**src/rtl/mem_arbiter_ctrl.sv**
```systemverilog
// Shares the byte-wide RAM/IO port between instruction fetch and the load/store buffer.
// Optional MEM_ARB_IO_STALL_EN: store beats into the IO window are held while the UART buffer is full.
module mem_arbiter_ctrl #(
    parameter int STARVE_LIMIT = 4,
    parameter int CNT_WIDTH    = 3
) (
    input  logic        clk_in,
    input  logic        rst_n_in,
    input  logic        rdy_in,
    input  logic        clear_signal,
    input  logic        if_signal,
    input  logic [31:0] if_addr,
    output logic        if_done,
    output logic [31:0] if_data,
    input  logic        lsb_signal,
    input  logic        lsb_wr,
    input  logic        lsb_signed,
    input  logic [1:0]  lsb_len,
    input  logic [31:0] lsb_addr,
    input  logic [31:0] lsb_dout,
    output logic [31:0] lsb_din,
    output logic        lsb_done,
    input  logic [7:0]  mem_din,
    output logic [7:0]  mem_dout,
    output logic [31:0] mem_a,
    output logic        mem_wr,
    input  logic        io_buffer_full
);
    typedef enum logic [2:0] {IDLE, IF_RD, LS_RD, LS_WR, DONE} state_e;

    localparam logic [CNT_WIDTH-1:0] LIMIT = CNT_WIDTH'(STARVE_LIMIT);

    state_e               state_q, state_d;
    logic [31:0]          addr_q, addr_d;
    logic [31:0]          data_q, data_d;
    logic [2:0]           nbytes_q, nbytes_d;
    logic [2:0]           beat_q, beat_d;
    logic                 own_if_q, own_if_d;
    logic                 sgn_q, sgn_d;
    logic [CNT_WIDTH-1:0] starve_q, starve_d;

    logic        if_req, ls_req, grant_if, grant_ls;
    logic        last_wr_beat;
    logic        io_stall;
    logic [31:0] beat_addr;

    // A flush masks fetches and loads in IDLE; stores are never speculative.
    assign if_req   = if_signal & ~clear_signal;
    assign ls_req   = lsb_signal & (lsb_wr | ~clear_signal);
    assign grant_if = if_req & (~ls_req | (starve_q == LIMIT));
    assign grant_ls = ls_req & ~grant_if;

    assign beat_addr    = addr_q + {29'b0, beat_q};
    assign last_wr_beat = (beat_q == nbytes_q - 3'd1);

`ifdef MEM_ARB_IO_STALL_EN
    assign io_stall = (state_q == LS_WR) && io_buffer_full && (beat_addr[17:16] == 2'b11);
`else
    logic unused_io_full;
    assign unused_io_full = io_buffer_full;
    assign io_stall       = 1'b0;
`endif

    always_ff @(posedge clk_in or negedge rst_n_in) begin
        if (!rst_n_in) begin
            state_q  <= IDLE;
            addr_q   <= '0;
            data_q   <= '0;
            nbytes_q <= '0;
            beat_q   <= '0;
            own_if_q <= 1'b0;
            sgn_q    <= 1'b0;
            starve_q <= '0;
        end else begin
            state_q  <= state_d;
            addr_q   <= addr_d;
            data_q   <= data_d;
            nbytes_q <= nbytes_d;
            beat_q   <= beat_d;
            own_if_q <= own_if_d;
            sgn_q    <= sgn_d;
            starve_q <= starve_d;
        end
    end

    always_comb begin
        state_d  = state_q;
        addr_d   = addr_q;
        data_d   = data_q;
        nbytes_d = nbytes_q;
        beat_d   = beat_q;
        own_if_d = own_if_q;
        sgn_d    = sgn_q;
        starve_d = starve_q;
        if (rdy_in) begin
            case (state_q)
                IDLE: begin
                    if (grant_if) begin
                        state_d  = IF_RD;
                        addr_d   = if_addr;
                        data_d   = '0;
                        nbytes_d = 3'd4;
                        beat_d   = '0;
                        own_if_d = 1'b1;
                        sgn_d    = 1'b0;
                        starve_d = '0;
                    end else if (grant_ls) begin
                        state_d  = lsb_wr ? LS_WR : LS_RD;
                        addr_d   = lsb_addr;
                        data_d   = lsb_wr ? lsb_dout : 32'b0;
                        beat_d   = '0;
                        own_if_d = 1'b0;
                        sgn_d    = lsb_signed;
                        case (lsb_len)
                            2'b00:   nbytes_d = 3'd1;
                            2'b01:   nbytes_d = 3'd2;
                            default: nbytes_d = 3'd4;
                        endcase
                        if (if_signal && starve_q != LIMIT)
                            starve_d = starve_q + 1'b1;
                    end
                end
                IF_RD, LS_RD: begin
                    if (clear_signal) begin
                        state_d = IDLE;
                    end else begin
                        // Byte k-1 arrives while beat k is being addressed.
                        for (int i = 0; i < 4; i++)
                            if (beat_q == 3'(i + 1))
                                data_d[8*i +: 8] = mem_din;
                        if (beat_q == nbytes_q)
                            state_d = DONE;
                        else
                            beat_d = beat_q + 3'd1;
                    end
                end
                LS_WR: begin
                    if (!io_stall) begin
                        if (last_wr_beat)
                            state_d = DONE;
                        else
                            beat_d = beat_q + 3'd1;
                    end
                end
                DONE:    state_d = IDLE;
                default: state_d = IDLE;
            endcase
        end
    end

    always_comb begin
        mem_a    = '0;
        mem_dout = '0;
        mem_wr   = 1'b0;
        if_done  = 1'b0;
        lsb_done = 1'b0;
        case (state_q)
            IF_RD, LS_RD: mem_a = beat_addr;
            LS_WR: begin
                mem_a    = beat_addr;
                mem_dout = data_q[{beat_q[1:0], 3'b000} +: 8];
                mem_wr   = rdy_in & ~io_stall;
            end
            DONE: begin
                if_done  = own_if_q;
                lsb_done = ~own_if_q;
            end
            default: ;
        endcase
    end

    assign if_data = data_q;

    always_comb begin
        case (nbytes_q)
            3'd1:    lsb_din = {{24{sgn_q & data_q[7]}}, data_q[7:0]};
            3'd2:    lsb_din = {{16{sgn_q & data_q[15]}}, data_q[15:0]};
            default: lsb_din = data_q;
        endcase
    end

endmodule

```
**config.mk**
```make
export PLATFORM = sky130hd
export DESIGN_NAME = mem_arbiter_ctrl
export DESIGN_NICKNAME = d
export VERILOG_FILES = /design/src/rtl/mem_arbiter_ctrl.sv
export SDC_FILE = /design/constraint.sdc
export NUM_CORES = 1
export LEC_CHECK = 0
export BUFFER_PORTS_ARGS = -buffer_cell sky130_fd_sc_hd__clkbuf_2
export CORE_ASPECT_RATIO = 2
export CORE_UTILIZATION = 53
export DETAILED_ROUTE_END_ITERATION = 8
export PLACE_DENSITY = 0.87
export SLEW_MARGIN = 20
export SYNTH_ARGS = -nofsm -noshare
export SYNTH_HDL_FRONTEND = slang
export SYNTH_SLANG_ARGS = --single-unit
```
**constraint.sdc**
```tcl
create_clock -name clk_in -period 4.25 [get_ports clk_in]
set_input_delay 0.85 -clock clk_in [delete_from_list [all_inputs] [get_ports clk_in]]
set_output_delay 0.85 -clock clk_in [all_outputs]
set_load 0.01 [all_outputs]
```
# ---- Word level (Yosys, flattened, before mapping)
# Cells that the tools add are included.
dict set report op_classes {
  eq_ne 25
  n_shift 1
  muxes 40
  n_reduce_logical 17
  bitwise 12
  n_addsub 4
}
# op n
set ops {}
lappend ops {{32-bit 2-to-1 mux} 7}
lappend ops {{32-bit one-hot mux with 2 select lines} 2}
lappend ops {{3-bit 2-to-1 mux} 15}
lappend ops {{8-bit 2-to-1 mux} 5}
lappend ops {{32-bit by 3-bit adder with 32-bit output} 1}
lappend ops {{32-bit by 6-bit variable part select with 8-bit output} 1}
lappend ops {{5-bit AND reduction} 4}
lappend ops {{3-bit one-hot mux with 3 select lines} 2}
lappend ops {{2-bit != test, second input constant} 8}
lappend ops {{3-bit by 2-bit == test with 1-bit output, second input constant} 5}
lappend ops {{3-bit by 1-bit == test with 1-bit output, second input constant} 3}
lappend ops {{3-bit == test, second input constant} 3}
lappend ops {{3-bit != test, second input constant} 3}
lappend ops {{1-bit 2-to-1 mux} 8}
lappend ops {{4-bit AND reduction} 2}
lappend ops {{3-bit by 1-bit adder with 3-bit output, second input constant} 2}
lappend ops {{1-bit AND} 6}
lappend ops {{3-bit == test} 2}
lappend ops {{3-bit one-hot mux with 2 select lines} 1}
lappend ops {{6-bit AND reduction} 1}
lappend ops {{2-bit nonzero test} 3}
lappend ops {{1-bit inverter} 4}
lappend ops {{3-bit logical NOT} 1}
lappend ops {{3-bit AND reduction} 1}
lappend ops {{other kinds (8)} 9}
dict set report totals {
  reg_bits 78
  output_inout_bits 107
  word_cells 110
}

# ---- Depth between registers and ports, before layout
# Gate-level depths: netlist (run 1).
dict set report logic_depth {
  ltp_word 11
  mapped_depth 9
}

# ---- Worst setup path after synthesis (run 1)
# Ideal clock, no wire load.
dict set report synth_timing {
  path_kind {reg2out}
  startpoint {reg beat_q[1]}
  endpoint {out mem_a[22]}
  path_stages_with_launch 9
  setup_slack_ns 1.105
  arrival_ns 2.295
  required_time_ns 3.400
  path_cell_list {dfrtp_1 > buf_2 > inv_1 > fa_1 > nor2b_1 > o2111ai_1 > clkbuf_1 > or3_1 > a21oi_1}
}
dict set report synth_between {
  elab_chain_len 2
}
# element line
set synth_rtl {}
lappend synth_rtl {{start, declared} 37} ;# logic [2:0] beat_q, beat_d;
lappend synth_rtl {{start signal, assigned} 79} ;# beat_q <= beat_d;
lappend synth_rtl {{32-bit by 3-bit adder with 32-bit output} 53} ;# assign beat_addr = addr_q + {29'b0, beat_q};
lappend synth_rtl {{32-bit 2-to-1 mux} 157} ;# case (state_q)
lappend synth_rtl {{end, declared} 25} ;# output logic [31:0] mem_a,
# Every way passes these cells.

# ---- Worst setup path in the final report (run 1)
dict set report layout_timing {
  startpoint {reg beat_q[0]}
  endpoint {out mem_a[14]}
}
# The elaborated chain is that of the path after synthesis.

==> results.py, run 1 <==
metrics = {
    "yosys": {
        "post-synth-top-area-fraction_pct": 36.9,
        "synth-seq-cells": 78,
        "synth_top_family_by_area": "simple AND/OR/NAND/NOR gates",
        "synth.area.mux_share_pct": 12.2,
        "synth_xor_area_share_pct": 5.72,
        "synth_edf_count": 0,
        "syn-num-nets": 727,
        "ys_seq_area_share_pct": 36.9,
        "syn_inst": 598,
        "synth_cell_type_count": 49,
        "yosys.area_share.simple_pct": 18.8,
        "synth_compound_area_share_pct": 17.6,
        "avgSynthCellArea_um2": 8.85,
        "synth.area.top_cells": "dfrtp_1 (37%), nand2_1 (7.1%), mux2i_1 (6.4%)",
        "syn_area_um2": 5290,
        "synth_area_leader_cell": "dfrtp_1",
        "ys_async_sr_fraction_pct": 100,
        "synth-adder-area-share_pct": 3.45,
        "synth_ff_type": "dfrtp_1",
        "yosys_warnings": 0,
    },
    "setup_path": {
        "end_kind": "output port",
        "slowest_delay_ns": 0.51,
        "worstPathRequired_ns": 3.40,
        "cp_slowest_cell": "or3_1",
        "crit_arrival_ns": 2.89,
        "criticalPathCategory": "flip-flop to output port",
        "path_max_fanout": 11,
        "worstPathCellList": "ha_1 -> inv_1 -> fa_1 -> nor2b_1 -> o2111ai_1 -> or3_1 -> a21oi_1 -> clkbuf_2",
        "setup.worst_path.start_class": "flip-flop",
    },
    "global_routing": {
        "track_usage_pct": 32.9,
        "antenna_found_initial": 0,
        "grt_max_degree": 79,
        "overflow": 0,
        "grt_first_pass_wirelength_um": 25600,
        "first_global_vias": 5329,
    },
    "clocking": {
        "cts.sinks": 78,
        "h-tree-depth": 3,
        "post-cts-setup-buffers": 0,
        "worstSkewPairLatency_ns": 0.34,
        "cts_hold_buf": 0,
        "ctsResizeCount": 0,
        "cts_buffers": 9,
        "clk_pin_slew_ns": 0.06,
        "cts_tree": "built",
        "root_buffer": "clkbuf_16",
        "clockBufferDepth": 2,
    },
    "placement": {
        "gp_congestion": 0.910,
        "placedInstanceArea_um2": 6440,
        "io_buffers": 220,
        "dp_hpwl_um": 12600,
        "dp_cells": 915,
    },
    "flow_run": {
        "maxCapViolCount": 0,
    },
    "power": {
        "p_per_area_nw_per_um2": 685,
        "p_leak_nw": 3.38,
        "ir_drop_v": 0.000416,
    },
    "timing": {
        "hold_viol": 0,
        "rsz0062_at_grt": "no",
        "fmax_mhz": 267,
        "relSlewSlack_pct": 35.0,
        "setup_viol": 0,
        "worst_pin_slew_ns": 0.974,
        "fin_crit_ns": 3.74,
        "setup_tns_ns": 0,
        "finalClockSkew_ns": 0.00957,
        "finalCritPeriodShare_pct": 88.1,
        "slew_violations": 0,
    },
    "cells_and_area": {
        "final_common_cell": "clkbuf_2",
        "utilization_pct": 69.6,
        "layout_common_cells": "clkbuf_2 (219), nand2_1 (100), dfrtp_1 (78), o21ai_1 (55), nor2_1 (36)",
        "nNetsFinal": 923,
        "drive_gt1_share_pct": 33.8,
        "antenna_cells": 0,
        "area.growth.synth_to_final_pct": 27.6,
        "final_area_um2": 6750,
        "instances_no_fill": 931,
    },
    "floorplanning": {
        "std_cell_rows": 51,
        "fp.coreArea_um2": 9700,
        "pin_count": 222,
        "start_util_pct": 54.6,
        "die_height_um": 143,
        "die_x_um": 72.7,
        "die-area_um2": 10400,
    },
    "run_status": {
        "status": "completed",
    },
    "hold_path": {
        "hold_class": "flip-flop to flip-flop",
    },
    "detailed_routing": {
        "drt_iter0_drc": 267,
        "detail_route.first_pass.iterations": 5,
        "wl_um": 16600,
        "drc": 0,
        "routedWlPerCell_um": 17.8,
        "vias_per_cell": 5.81,
        "vias": 5411,
        "ant_nets": 0,
    },
}
-- metrics by stage --
step / hold slack [ns] / setup slack [ns] / total power, W
6_report: 0.503 / 0.506 / 0.00462
5_1_grt: 0.551 / 0.316 / 0.00493
4_1_cts: 0.504 / 0.508 / 0.00461
3_5_place_dp: 0.484 / 0.894 / 0.00381
3_3_place_gp: 0.476 / 0.970 / 0.00370
2_1_floorplan: 0.461 / 1.10 / 0.00297
-- critical path, delay by kind of cell (launching register included) --
family	cells	cell delay, ns
fa+ha+maj	2	0.58
compound gates	2	0.65
flops	1	0.36
buf+inv	2	0.22
simple gates	2	0.75
-- worst paths after layout --
check	startpoint	to	slack, ns	cells past startpoint
worst max-delay path	beat_q[0]$_DFFE_PN0P_	mem_a[14]	0.51	8
worst min-delay path	addr_q[31]$_DFFE_PN0P_	addr_q[31]$_DFFE_PN0P_	0.50	2
worst max register to register	state_q[0]$_DFFE_PN0P_	if_data[17]$_DFFE_PN0P_	1.79	7
worst min register to register	addr_q[31]$_DFFE_PN0P_	addr_q[31]$_DFFE_PN0P_	0.50	2
max in group asynchronous	rst_n_in	if_data[17]$_DFFE_PN0P_	3.20	1
min in group asynchronous	rst_n_in	if_data[19]$_DFFE_PN0P_	0.55	1
-- power breakdown --
part           switching (W)  internal (W)  leakage (nW)
Sequential          0.000447       0.00106         0.995
Combinational        0.00130       0.00102          2.24
Clock               0.000311      0.000486         0.144
Total                0.00206       0.00257          3.38
-- cells by family after synthesis --
logic type / after synthesis
and+or+nand+nor: 214
AOI/OAI and AO/OA: 145
DFF: 78
buffers and inverters: 62
muxes: 53
xor gates and xnor gates: 32
adders and majority gates: 14
-- synthesized netlist by cell type (all sizes together) (2+ instances only) --
master and number:
o211ai 2, o21bai 2, nand2 100, ha 13, or3 4, nand2b 2
dfrtp 78, o2111ai 3, and2 3, nor3b 3, nor2b 10, nor4 9
nand4 6, a22o 10, a21oi 7, and3 8, o21ai 67, a211oi 4
a22oi 24, mux4 8, clkbuf 25, nor3 12, o21a 2, mux2i 34
and4 3, a21o 19, nand3 14, xnor2 21, nor2 36, nand4b 2
o22ai 2, xor2 10, inv 19, mux2 11, buf 18
-- state kept, by name (all words and copies together) (netlist names) --
signal	flops
state_q	3
if_data	32
own_if_q	1
nbytes_q	3
beat_q	3
starve_q	3
sgn_q	1
addr_q	32
-- per-layer routing --
metal,track usage [%],up-vias,part of all wire (%)
li1,-,2505,-
met1,30.5,2524,32
met2,63.7,330,56
met3,4.84,52,6.7
met4,21.1,0,5.3
met5,0,-,0
-- area by class of cell --
cell class / count / area [um2]
tap: 132 / 165
inverter: 19 / 71.3
sequential: 78 / 1950
clock buffer: 11 / 253
multi-input combinational: 458 / 3090
clock inverter: 5 / 57.6
timing repair buffer: 228 / 1170
fill: 778 / 2950
(Power assumes the default switching activity.)
==> run 2: changes to the inputs <==
- GPL_TIMING_DRIVEN: unset -> 0
==> run 2 against run 1 <==
Power increased by 0.59%. Non-clock buffer count grew 36. Largest power group unchanged. Clock skew decreased by 0.0017 ns. Critical endpoint is now mem_a[22]. Maximum frequency is 6.2% lower. Clock power down 12%. Setup slack got worse by 0.25 ns. Global-route usage grew 2.6 points. Flip-flop and latch count stayed put.
==> results.py, run 2 (synthesis results as in run 1) <==
metrics = {
    "run_status": {
        "status": "completed",
    },
    "detailed_routing": {
        "wl_um": 18200,
        "routedWlPerCell_um": 18.9,
        "vias": 5670,
        "detail_route.first_pass.iterations": 7,
        "drc": 0,
        "ant_nets": 0,
        "drt_iter0_drc": 330,
        "vias_per_cell": 5.87,
    },
    "timing": {
        "worst_pin_slew_ns": 0.816,
        "setup_tns_ns": 0,
        "setup_viol": 0,
        "slew_violations": 0,
        "fin_crit_ns": 3.99,
        "setup_ws_ns": 0.258,
        "rsz0062_at_grt": "no",
        "whs_ns": 0.524,
        "finalCritPeriodShare_pct": 93.9,
        "relSlewSlack_pct": 45.4,
        "fmax_mhz": 251,
        "hold_viol": 0,
        "finalClockSkew_ns": 0.00792,
    },
    "placement": {
        "dp_hpwl_um": 14400,
        "gp_congestion": 0.978,
        "io_buffers": 220,
        "pre_cts_ws_ns": 0.524,
    },
    "flow_run": {
        "maxCapViolCount": 0,
    },
    "floorplanning": {
        "die_x_um": 72.7,
        "std_cell_rows": 51,
        "die-area_um2": 10400,
        "fp.coreArea_um2": 9700,
        "die_height_um": 143,
        "start_util_pct": 54.6,
        "pin_count": 222,
    },
    "setup_path": {
        "worstPathRequired_ns": 3.40,
        "end_kind": "output port",
        "worst-r2r-setup-slack_ns": 1.34,
        "crit_family": "buffers and inverters",
        "worstPathCellList": "clkbuf_4 -> inv_1 -> fa_1 -> nor2b_1 -> o2111ai_1 -> clkbuf_1 -> or3_1 -> a21oi_1 -> clkbuf_2",
        "crit_arrival_ns": 3.14,
        "criticalPathCategory": "flip-flop to output port",
        "setup.worst_path.start_class": "flip-flop",
        "slowest_delay_ns": 0.46,
        "cp_num_buf_inv": 4,
        "cp_slowest_cell": "dfrtp_1",
        "path_max_fanout": 10,
    },
    "global_routing": {
        "grt_max_degree": 45,
        "grt_first_pass_wirelength_um": 27200,
        "track_usage_pct": 35.5,
        "antenna_found_initial": 0,
        "first_global_vias": 5501,
        "overflow": 0,
    },
    "clocking": {
        "clockBufferDepth": 2,
        "cts_buffers": 9,
        "cts.sinks": 78,
        "post-cts-setup-buffers": 0,
        "worstSkewPairLatency_ns": 0.34,
        "h-tree-depth": 3,
        "cts_tree": "built",
        "clk_pin_slew_ns": 0.06,
        "root_buffer": "clkbuf_16",
        "cts_hold_buf": 0,
    },
    "power": {
        "ir_drop_v": 0.000466,
        "p_leak_nw": 3.46,
        "total_power_w": 0.00465,
        "p_per_area_nw_per_um2": 679,
    },
    "hold_path": {
        "hold_class": "flip-flop to flip-flop",
    },
    "cells_and_area": {
        "layout_common_cells": "clkbuf_2 (219), nand2_1 (100), dfrtp_1 (78), o21ai_1 (56), nor2_1 (36)",
        "area.growth.synth_to_final_pct": 29.4,
        "drive_gt1_share_pct": 32.9,
        "nNetsFinal": 959,
        "final_common_cell": "clkbuf_2",
        "antenna_cells": 0,
    },
}
run 2: stage by stage:
stage	util [%]	cell area [um2]	std cells
3_3_place_gp	67.6	6560	950
4_1_cts	70.6	6850	966
2_1_floorplan	-	5290	598
3_5_place_dp	67.9	6580	951
6_report	70.6	6850	966
5_1_grt	70.6	6850	966
run 2: final cells by class:
cell class / count / area [um2]
Fill cell: 769 / 2850
Sequential cell: 78 / 1950
Clock inverter: 4 / 23.8
Inverter: 19 / 71.3
Buffer: 43 / 214
Tap cell: 132 / 165
Timing Repair Buffer: 221 / 1120
Multi-Input combinational cell: 458 / 3060
Clock buffer: 11 / 243
run 2: worst reg2reg max path, delay by kind of cell, from the launching register on:
family	cells	cell delay [ns]
AO/OA/AOI/OAI	3	0.75
adder cells (fa/ha/maj)	1	0.23
buffers and inverters	3	1.14
flip-flops	1	0.49
AND/OR/NAND/NOR	2	0.22
run 2: worst paths after layout:
path / startpoint / end / cells after the start
setup / recovery: beat_q[1]$_DFFE_PN0P_ / mem_a[22] / 9
hold / removal: own_if_q$_DFFE_PN0P_ / own_if_q$_DFFE_PN0P_ / 2
setup reg to reg: beat_q[0]$_DFFE_PN0P_ / if_data[14]$_DFFE_PN0P_ / 9
hold reg to reg: own_if_q$_DFFE_PN0P_ / own_if_q$_DFFE_PN0P_ / 2
max in group asynchronous: rst_n_in / starve_q[1]$_DFFE_PN0P_ / 2
min in group asynchronous: rst_n_in / if_data[4]$_DFFE_PN0P_ / 1
run 2: what timing repair did:
action | 4_1_cts | 5_1_grt
endpoints found under the hold margin | 0 | 0
setup endpoints to repair | 0 | 1
gates resized for setup | 0 | 1
run 2: per-layer routing:
| layer | share of wire (%) | global-route usage (%) | vias up |
|---|---|---|---|
| li1 | - | - | 2583 |
| met1 | 31 | 31.4 | 2614 |
| met2 | 54 | 67.0 | 394 |
| met3 | 7.9 | 7.71 | 79 |
| met4 | 7.2 | 26.1 | 0 |
| met5 | 0 | 0 | - |
run 2: power breakdown:
part	internal (W)	leakage [nW]	switching [W]
Sequential	0.00106	0.995	0.000433
Clock	0.000406	0.135	0.000298
Combinational	0.00107	2.33	0.00139
Total	0.00253	3.46	0.00212
==> run 3: changes to the inputs <==
- CORE_UTILIZATION: 53 -> 30
- PLACE_DENSITY: 0.87 -> unset
- RECOVER_POWER: unset -> 50
==> run 3 against run 2 <==
The flow now finishes with violations (max-capacitance violations, max-slew violations). Clock-buffer cell count up 1. Setup slack worse by 0.016 ns. Register-to-register slack worse by 0.10 ns. Sequential share of layout area down 0.23 points. Clock skew up 0.00067 ns. Critical path depth unchanged. Maximum frequency down 0.41%.
==> results.py, run 3 (synthesis results as in run 1) <==
metrics = {
    "clocking": {
        "cts_buffers": 9,
        "ctsResizeCount": 0,
        "clk_pin_slew_ns": 0.06,
        "h-tree-depth": 3,
        "post-cts-setup-buffers": 0,
        "worstSkewPairLatency_ns": 0.34,
        "cts_hold_buf": 0,
        "clockBufferDepth": 2,
        "root_buffer": "clkbuf_16",
        "cts.sinks": 78,
        "cts_tree": "built",
    },
    "setup_path": {
        "r2r_cells": 9,
        "criticalPathCategory": "flip-flop to output port",
        "worstPathRequired_ns": 3.40,
        "crit_cells": 9,
        "setup.worst_path.start_class": "flip-flop",
        "critPathLaunch": "beat_q[1]$_DFFE_PN0P_",
        "r2r-start": "beat_q[0]$_DFFE_PN0P_",
        "crit_family": "buffers and inverters",
        "end_kind": "output port",
        "crit_end": "mem_a[22]",
        "crit_arrival_ns": 3.16,
        "r2r-end": "if_data[12]$_DFFE_PN0P_",
        "slowest_delay_ns": 0.44,
        "path_max_fanout": 10,
        "worstPathCellList": "clkbuf_4 -> inv_1 -> fa_1 -> nor2b_1 -> o2111ai_1 -> buf_1 -> or3_1 -> a21oi_1 -> clkbuf_2",
        "cp_num_buf_inv": 4,
        "worst-r2r-setup-slack_ns": 1.24,
        "cp_slowest_cell": "dfrtp_1",
    },
    "detailed_routing": {
        "ant_nets": 0,
        "vias_per_cell": 5.07,
        "drt_iter0_drc": 174,
        "vias": 5291,
        "wl_um": 18800,
        "drc": 0,
        "detail_route.first_pass.iterations": 4,
        "routedWlPerCell_um": 18.0,
    },
    "floorplanning": {
        "die_height_um": 190,
        "die-area_um2": 18200,
        "die_x_um": 95.9,
        "pin_count": 222,
        "fp.coreArea_um2": 17300,
        "start_util_pct": 30.6,
        "std_cell_rows": 68,
    },
    "timing": {
        "whs_ns": 0.493,
        "finalCritPeriodShare_pct": 94.3,
        "setup_viol": 0,
        "finalClockSkew_ns": 0.00859,
        "setup_tns_ns": 0,
        "fin_crit_ns": 4.01,
        "slew_violations": 79,
        "relSlewSlack_pct": -40.9,
        "hold_viol": 0,
        "worst_pin_slew_ns": 2.11,
        "fmax_mhz": 250,
    },
    "global_routing": {
        "grtUsageMet2_pct": 44.0,
        "first_global_vias": 5241,
        "grt_max_degree": 79,
        "use_met3_pct": 2.84,
        "antenna_found_initial": 0,
        "met1_usage_pct": 19.1,
        "track_usage_pct": 21.0,
        "grt_first_pass_wirelength_um": 28200,
        "overflow": 0,
        "grt-busiest-layer": "met2",
    },
    "cells_and_area": {
        "drive_gt1_share_pct": 27.9,
        "instances_no_fill": 1044,
        "antenna_cells": 0,
        "final_common_cell": "clkbuf_2",
        "layout_common_cells": "clkbuf_2 (182), nand2_1 (100), dfrtp_1 (78), clkbuf_1 (64), o21ai_1 (56)",
        "area.growth.synth_to_final_pct": 30.5,
        "nNetsFinal": 958,
    },
    "flow_run": {
        "maxCapViolCount": 1,
    },
    "placement": {
        "gp_congestion": 0.832,
        "dp_hpwl_um": 15200,
        "io_buffers": 220,
        "dp_cells": 1028,
    },
    "power": {
        "ir_drop_v": 0.000233,
        "p_per_area_nw_per_um2": 674,
        "p_leak_nw": 3.33,
    },
    "run_status": {
        "status": "complete, but fails checks",
        "violations": "max-capacitance violations, max-slew violations",
    },
    "hold_path": {
        "hold_class": "flip-flop to flip-flop",
    },
}
-- run 3: cell count changes in the layout (fill, tap and decap cells not counted), moves of 2 or more --
cell | previous run | this run
clkinvlp_4 | 0 | 2
clkbuf_2 | 219 | 182
buf_4 | 11 | 8
clkbuf_1 | 26 | 64
clkinv_2 | 3 | 0
-- run 3: how the worst min path moves through the flow --
| stage | from | endpoint | slack [ns] | depth (start not counted) |
|---|---|---|---|---|
| final | sgn_q$_DFFE_PN0P_ | sgn_q$_DFFE_PN0P_ | 0.49 | 2 |
| after global routing | addr_q[0]$_DFFE_PN0P_ | addr_q[0]$_DFFE_PN0P_ | 0.52 | 2 |
| after CTS | addr_q[0]$_DFFE_PN0P_ | addr_q[0]$_DFFE_PN0P_ | 0.50 | 2 |
| after detailed placement | addr_q[0]$_DFFE_PN0P_ | addr_q[0]$_DFFE_PN0P_ | 0.49 | 2 |
| after global placement | addr_q[0]$_DFFE_PN0P_ | addr_q[0]$_DFFE_PN0P_ | 0.48 | 2 |
| after floorplan | sgn_q$_DFFE_PN0P_ | sgn_q$_DFFE_PN0P_ | 0.46 | 2 |
-- run 3: cell type report --
class | instances | area (um2)
inverter | 19 | 71.3
sequential | 78 | 1950
tap | 210 | 263
buffer | 43 | 210
clock inverter | 4 | 53.8
clock buffer | 12 | 256
timing repair buffer | 220 | 1050
multi-input combinational | 458 | 3050
fill | 1826 | 10400
-- run 3: power by group --
| group | switching, W | leakage [nW] | internal [W] |
|---|---|---|---|
| logic | 0.00140 | 2.19 | 0.00102 |
| registers | 0.000369 | 0.995 | 0.00106 |
| clock network | 0.000321 | 0.145 | 0.000490 |
-- run 3: per-layer routing --
| layer | share of wire [%] | wire length [um] |
|---|---|---|
| met1 | 33 | 6220 |
| met2 | 60 | 11300 |
| met3 | 4.6 | 870 |
| met4 | 2.0 | 374 |
| met5 | 0 | 0 |
-- run 3: tightest hold or removal path, delay by kind of cell (launching register included) --
family           cells  cell delay (ns)
flip-flops           1             0.36
AND/OR/NAND/NOR      2             0.10
-- run 3: metrics by stage --
step                cell area [um2]  util, %  setup WS [ns]  total power (W)
global route                   6910     40.0       -0.00941          0.00505
detailed placement             6670     38.6          0.425          0.00393
floorplan                      5290        -           1.10          0.00297
finish                         6910     40.0          0.242          0.00466
global placement               6660     38.5          0.424          0.00389
CTS                            6980     40.4         0.0661          0.00476
